[src/rtl/door_ctrl_timed.sv]
// door_ctrl_timed: automatic-door Moore FSM with synchronised inputs, presence debounce,
// hold-open timer, reopen-on-presence, motor-run timeout and latched fault.
module door_ctrl_timed #(
    parameter int HOLD_CYCLES   = 8,
    parameter int MOTOR_TIMEOUT = 32,
    parameter int DEB_CYCLES    = 2
) (
    input  logic       clk,
    input  logic       rst,
    input  logic       sen,
    input  logic       se,
    input  logic       la,
    input  logic       lc,
    output logic       ma,
    output logic       mc,
    output logic [2:0] state,
    output logic       fault
);
    localparam int HW = $clog2(HOLD_CYCLES + 1);
    localparam int MW = $clog2(MOTOR_TIMEOUT);
    localparam int DW = $clog2(DEB_CYCLES + 1);
    localparam logic [HW-1:0] HOLD_LD = HW'(HOLD_CYCLES - 1);
    localparam logic [MW-1:0] MT_LAST = MW'(MOTOR_TIMEOUT - 1);
    localparam logic [DW-1:0] DEB_MAX = DW'(DEB_CYCLES);
    localparam logic [DW-1:0] DEB_M1  = DW'(DEB_CYCLES - 1);

    typedef enum logic [2:0] {
        CLOSED  = 3'd0,
        OPENING = 3'd1,
        OPEN    = 3'd2,
        CLOSING = 3'd3,
        STOP    = 3'd4,
        FAULT   = 3'd5
    } st_t;

    st_t st, nxt;
    logic [3:0] s1, s2;
    logic se_r, la_r, lc_r, sen_d;
    logic [DW-1:0] deb;
    logic [HW-1:0] hold;
    logic [MW-1:0] tmr;

    // se/la/lc get one extra register so they line up with the registered sen_d
    always_ff @(posedge clk) begin
        if (rst) begin
            s1    <= '0;
            s2    <= '0;
            se_r  <= 1'b0;
            la_r  <= 1'b0;
            lc_r  <= 1'b0;
            deb   <= '0;
            sen_d <= 1'b0;
            hold  <= '0;
            tmr   <= '0;
            st    <= CLOSED;
        end else begin
            s1    <= {sen, se, la, lc};
            s2    <= s1;
            {se_r, la_r, lc_r} <= s2[2:0];
            deb   <= s2[3] ? ((deb == DEB_MAX) ? deb : deb + 1'b1) : '0;
            sen_d <= s2[3] && (deb >= DEB_M1);
            hold  <= (nxt == OPEN && (st != OPEN || sen_d)) ? HOLD_LD :
                     (st == OPEN && hold != '0) ? hold - 1'b1 : hold;
            tmr   <= (nxt != st || !(st == OPENING || st == CLOSING)) ? '0 : tmr + 1'b1;
            st    <= nxt;
        end
    end

    always_comb begin
        nxt = st;
        case (st)
            CLOSED:  nxt = se_r ? STOP : sen_d ? OPENING : CLOSED;
            OPENING: nxt = se_r ? STOP : (la_r && lc_r) ? FAULT : la_r ? OPEN :
                           (tmr == MT_LAST) ? FAULT : OPENING;
            OPEN:    nxt = se_r ? STOP : (hold == '0 && !sen_d) ? CLOSING : OPEN;
            CLOSING: nxt = se_r ? STOP : (la_r && lc_r) ? FAULT : lc_r ? CLOSED :
                           (tmr == MT_LAST) ? FAULT : sen_d ? OPENING : CLOSING;
            STOP:    nxt = se_r ? STOP : la_r ? OPEN : lc_r ? CLOSED : OPENING;
            default: nxt = FAULT;
        endcase
    end

    assign ma    = (st == OPENING);
    assign mc    = (st == CLOSING);
    assign fault = (st == FAULT);
    assign state = st;
endmodule

[config.mk]
export PLATFORM = sky130hd
export DESIGN_NAME = door_ctrl_timed
export DESIGN_NICKNAME = d
export VERILOG_FILES = /design/src/rtl/door_ctrl_timed.sv
export SDC_FILE = /design/constraint.sdc
export NUM_CORES = 1
export LEC_CHECK = 0
export CORE_MARGIN = 2
export CORE_UTILIZATION = 47
export CTS_BUF_LIST = sky130_fd_sc_hd__clkbuf_2
export DETAILED_ROUTE_END_ITERATION = 10
export GPL_TIMING_DRIVEN = 0
export PLACE_DENSITY = 0.71
export SYNTH_ARGS = -nofsm -noshare
export SYNTH_HDL_FRONTEND = slang
export SYNTH_SLANG_ARGS = --single-unit
[constraint.sdc]
create_clock -name clk -period 1.8 [get_ports clk]
set_input_delay 0.36 -clock clk [delete_from_list [all_inputs] [get_ports clk]]
set_output_delay 0.36 -clock clk [all_outputs]
set_load 0.01 [all_outputs]
# ---- Yosys cells after proc, flatten, opt, wreduce, memory -nomap -nowiden
# Index checks and enable logic that the tools add are counted.
dict set report word_totals {
  regBits 26
  out_inout_bits 6
  elab_cells 62
  in_bits 6
}
dict set report op_classes {
  magnitude_cmp 1
  n_eq_ne 10
  n_mux 19
  n_reduce_logical 17
  bitwise_logic 1
  n_addsub 3
}
# op n
set op_table {}
lappend op_table {{3-bit 2-to-1 mux} 13}
lappend op_table {{3-bit case mux with 5 select lines} 1}
lappend op_table {{3-bit by 2-bit equality test with 1-bit output, second input constant} 3}
lappend op_table {{3-bit equality test, second input constant} 2}
lappend op_table {{2-bit OR reduction} 3}
lappend op_table {{5-bit by 1-bit adder with 5-bit output, second input constant} 1}
lappend op_table {{5-bit equality test, second input constant} 1}
lappend op_table {{1-bit logical AND} 5}
lappend op_table {{4-bit zero test} 1}
lappend op_table {{2-bit 2-to-1 mux} 2}
lappend op_table {{4-bit nonzero test} 1}
lappend op_table {{4-bit by 1-bit subtractor with 4-bit output, second input constant} 1}
lappend op_table {{3-bit by 1-bit equality test with 1-bit output, second input constant} 1}
lappend op_table {{3-bit zero test} 1}
lappend op_table {{1-bit logical OR} 3}
lappend op_table {{1-bit 2-to-1 mux} 3}
lappend op_table {{3-bit by 2-bit != test with 1-bit output, second input constant} 1}
lappend op_table {{3-bit != test} 1}
lappend op_table {{2-bit by 1-bit adder with 2-bit output, second input constant} 1}
lappend op_table {{2-bit equality test, second input constant} 1}
lappend op_table {{2-bit by 1-bit greater-or-equal comparator with 1-bit output, second input constant} 1}
lappend op_table {{1-bit zero test} 2}
lappend op_table {{2-bit nonzero test} 1}
lappend op_table {{1-bit inverter} 1}

# ---- Longest topological paths before layout
dict set report depth {
  word_depth 9
  ltp_mapped 6
}

# ---- Least setup slack after synthesis
# No wires, ideal clock.
dict set report synth_timing {
  path_kind {reg2reg}
  start {reg tmr[0]}
  end {reg hold[3]}
  arrival_ps 1639
  setup_slack_ps 44
  stages_incl_launch_ff 7
  n_path_buf 0
  setup_ps 116
  path_cell_list {dfxtp_1 > ha_1 > and3_1 > ha_1 > o41ai_1 > o21ai_0 > o211a_1}
}
dict set report synth_between {
  elab_chain_cells 9
  word_cells_on_any_way 13
  classes_between {2 x eq/ne; 9 x mux; 2 x reduce/logical}
}
# item line_no
set synth_rtl {}
lappend synth_rtl {{start: declaration} 41} ;# logic [MW-1:0] tmr;
lappend synth_rtl {{start signal: assignment} 64} ;# tmr <= (nxt != st || !(st == OPENING || st == CLOSING)) ? '0 : tmr + 1'b1;
lappend synth_rtl {{5-bit equality test *} {74, 77}}
lappend synth_rtl {{3-bit 2-to-1 mux, on equally long branches} {77, 74}}
lappend synth_rtl {{3-bit 2-to-1 mux, on equally long branches (3 in series)} {76, 73}}
lappend synth_rtl {{3-bit case mux with 5 select lines *} 71} ;# case (st)
lappend synth_rtl {{3-bit by 2-bit equality test with 1-bit output *} 62} ;# hold <= (nxt == OPEN && (st != OPEN || sen_d)) ? HOLD_LD :
lappend synth_rtl {{1-bit logical AND *} 62}
lappend synth_rtl {{2-bit OR reduction (no line) *} --}
lappend synth_rtl {{end signal: assignment} 62}
lappend synth_rtl {{end: declaration} 40} ;# logic [HW-1:0] hold;
# Every way passes the cells marked *; elsewhere a longest branch is shown, timed or not.
# A chain may end at the register's enable or synchronous reset.

# ---- Worst setup path after layout
dict set report layout_timing {
  start {reg tmr[1]}
  end {reg hold[3]}
}
# Same word-level chain as after synthesis.

==> impl_metrics.json <==
{
  "achievable-frequency_ghz": 0.550,
  "startpoint": "tmr[1]",
  "pwr_density_cell_mw_per_mm2": 666,
  "drt_first_pass_iters": 4,
  "grt_first_pass_wirelength_um": 4050,
  "mappedNetlistNets": 136,
  "cap_violations": 0,
  "cts_made_buffers": 3,
  "post-synth-top-count-cell": "dfxtp_1",
  "synth_edf_count": 0,
  "worst_path_largest_cell_delay_ns": 0.39,
  "synth_top_area_share_pct": 43.7,
  "tightest_slew_ns": 0.593,
  "cts_htree_levels": 1,
  "hold_wc_startpoint": "s2[2]",
  "synthCells": 124,
  "row_count": 18,
  "worst_r2r_startpoint": "tmr[1]",
  "fill_cells": 197,
  "drive_gt1_share_pct": 25.7,
  "setup_viol": 2,
  "finalCriticalPeriod_ns": 1.82,
  "path_class": "register to register",
  "globalRouteTotalUtil_pct": 19.1,
  "floorplan.die_area_mm2": 0.00295,
  "p_leak_nw": 0.634,
  "yosys_register_bits": 26,
  "ctsLongestPathBuffers": 2,
  "area_growth_syn_to_layout_pct": 30.6,
  "synth_async_sr_flop_share_pct": 0,
  "clock_tree_from_tritoncts": "yes",
  "detailedPlace.worstSlack_ns": -0.210,
  "multi_input_comb_area_um2": 692,
  "cts-root-buf": "clkbuf_2",
  "grt_start_max_net_pins": 16,
  "floorplan.die.width_um": 54.3,
  "numClockSinks": 26,
  "globalRouteOverflowTotal": 0,
  "drv_slew": 0,
  "final_util_pct": 63.9,
  "dieHeight_um": 54.3,
  "crit_chain": "ha_4 -> and3_4 -> ha_4 -> a311oi_4 -> o2111ai_4 -> o211a_1",
  "setup_repair_after_global_routing_missed_its_margin": "yes",
  "report.final.hold_viol_count": 0,
  "finish.net_count": 161,
  "synth_area_per_cell_um2": 9.61,
  "hold_ws_ns": 0.446,
  "antenna_found_initial": 0,
  "synthTopCellsByCount": "dfxtp_1 (26), nor2b_1 (13), inv_1 (10)",
  "timing.critical_path.from_type": "register",
  "insertedDiodeCount": 0,
  "cp-end-kind": "register",
  "route.final.wire_length_um": 2540,
  "finalWorstSetupSlack_ns": -0.0175,
  "post-dp-hpwl_um": 1580,
  "post-synth-top-area-cell": "dfxtp_1",
  "ir_worst_vdd_v": 0.000567,
  "synth_sequential_area_ratio_pct": 43.7,
  "drtAntennaViolNets": 0,
  "vias_in_the_first_global_route": 901,
  "gpl.final_weighted_congestion": 0.791,
  "synth-main-ff-cell": "dfxtp_1",
  "worstSkewPairLatency_ns": 0.35,
  "total_drc_errors_in_the_routed_layout": 0,
  "crit_slowest_cell": "dfxtp_2",
  "detailedRoute.firstIterationViolations": 15,
  "vias": 987,
  "post_drt_wl_per_cell_um": 14.3,
  "crit_required_ns": 2.08,
  "via_per_inst": 5.54,
  "netlist_area_mm2": 0.00119,
  "crit_arrival_ns": 2.10,
  "timing.critical_path.fanout_max": 4,
  "core_region_area_mm2": 0.00243,
  "ioPinCount": 12,
  "fin_skew_ns": 0.0131,
  "failing_checks": "negative setup slack",
  "outcome": "finished, violations left",
  "synth_warnings": 0,
  "hp-class": "register to register",
  "cts.reportedPaths.clkPinSlew_ns": 0.24,
  "netlist-cell-type-count": 38,
  "cell_type_with_the_highest_occurrence_count_on_the_critical_path": "ha_4",
  "netlist_top_cells_area": "dfxtp_1 (44%), nor2b_1 (6.8%), ha_1 (6.3%), inv_1 (3.2%), nor3_1 (2.5%)",
  "portBuffers": 11,
  "regArea_um2": 528,
  "timing.slew.headroom_pct": 60.4,
  "final_min_period_over_clock_period_pct": 101,
  "initial_core_util_pct": 49.0
}
path summary, 6_finish.rpt:
check             endpoint  cells after the start  slack (ns)
setup / recovery   hold[3]                      6       -0.02
hold / removal        se_r                      1        0.45
setup reg to reg   hold[3]                      6       -0.02
hold reg to reg       se_r                      1        0.45
power by group:
part | total [W] | switching, W | internal (W)
clock | 0.000358 | 0.000167 | 0.000191
sequential | 0.000597 | 0.00000640 | 0.000590
combinational | 0.0000809 | 0.0000392 | 0.0000416
critical path: cells and delay by family, from the launching register on:
kind | cells | cell delay [ns]
AOI/OAI and AO/OA | 3 | 0.85
DFF | 1 | 0.39
adders and majority gates | 2 | 0.33
and+or+nand+nor | 1 | 0.18
per-layer routing:
metal	vias to the layer above	track usage [%]	routed length, µm
met2	24	31.5	1260
met5	-	0	0
met4	0	7.50	59
li1	477	-	-
met3	8	4.92	90
met1	478	23.6	1130
through the flow:
step                      instance area [µm²]  instances  total power [W]  TNS (ns)
after detailed placement                 1340        165         0.000673    -0.902
final                                    1560        178          0.00104   -0.0225
after global routing                     1560        178          0.00109    -0.165
after floorplan                          1190        124         0.000647         0
after global placement                   1340        165         0.000670    -0.669
after CTS                                1460        174          0.00104         0
kinds of logic after synthesis:
logic type | share of synthesized area [%]
compound gates | 16.0
xor+xnor | 3.68
fa+ha+maj | 6.30
buf+inv | 5.67
flops | 43.7
mux | 1.68
simple gates | 23.0
state kept, by name (all words and copies together), names as in the netlist:
signal  flops
deb         2
hold        4
la_r        1
lc_r        1
s1          4
s2          4
se_r        1
sen_d       1
state       3
tmr         5
layout by cell type, fill, tap and decap left out, types with 4 or more instances in the layout:
| cell type | count |
|---|---|
| ha_1 | 4 |
| a21oi_1 | 4 |
| clkbuf_2 | 4 |
| nand3_1 | 4 |
| inv_1 | 10 |
| dfxtp_1 | 20 |
| dfxtp_2 | 6 |
| nor2b_1 | 12 |
| nor2_1 | 6 |
| clkdlybuf4s50_1 | 6 |
| nor3_1 | 4 |
| nand2_1 | 4 |
| buf_4 | 10 |
layout make-up:
class / instances / area share, %
timing repair buffer: 20 / 11.3
inverter: 10 / 2.41
tap: 30 / 2.41
buffer: 5 / 2.49
clock inverter: 1 / 1.93
multi-input combinational: 83 / 44.5
sequential: 26 / 34.0
clock buffer: 3 / 0.965
what timing repair did:
item                       in CTS  in global routing
hold buffers                    0                  0
pin swaps                       6                  4
gates resized for setup        17                 14
setup buffers                   5                  4
setup endpoints to repair      13                 13
Note: power is estimated with default switching activity, not from simulation.
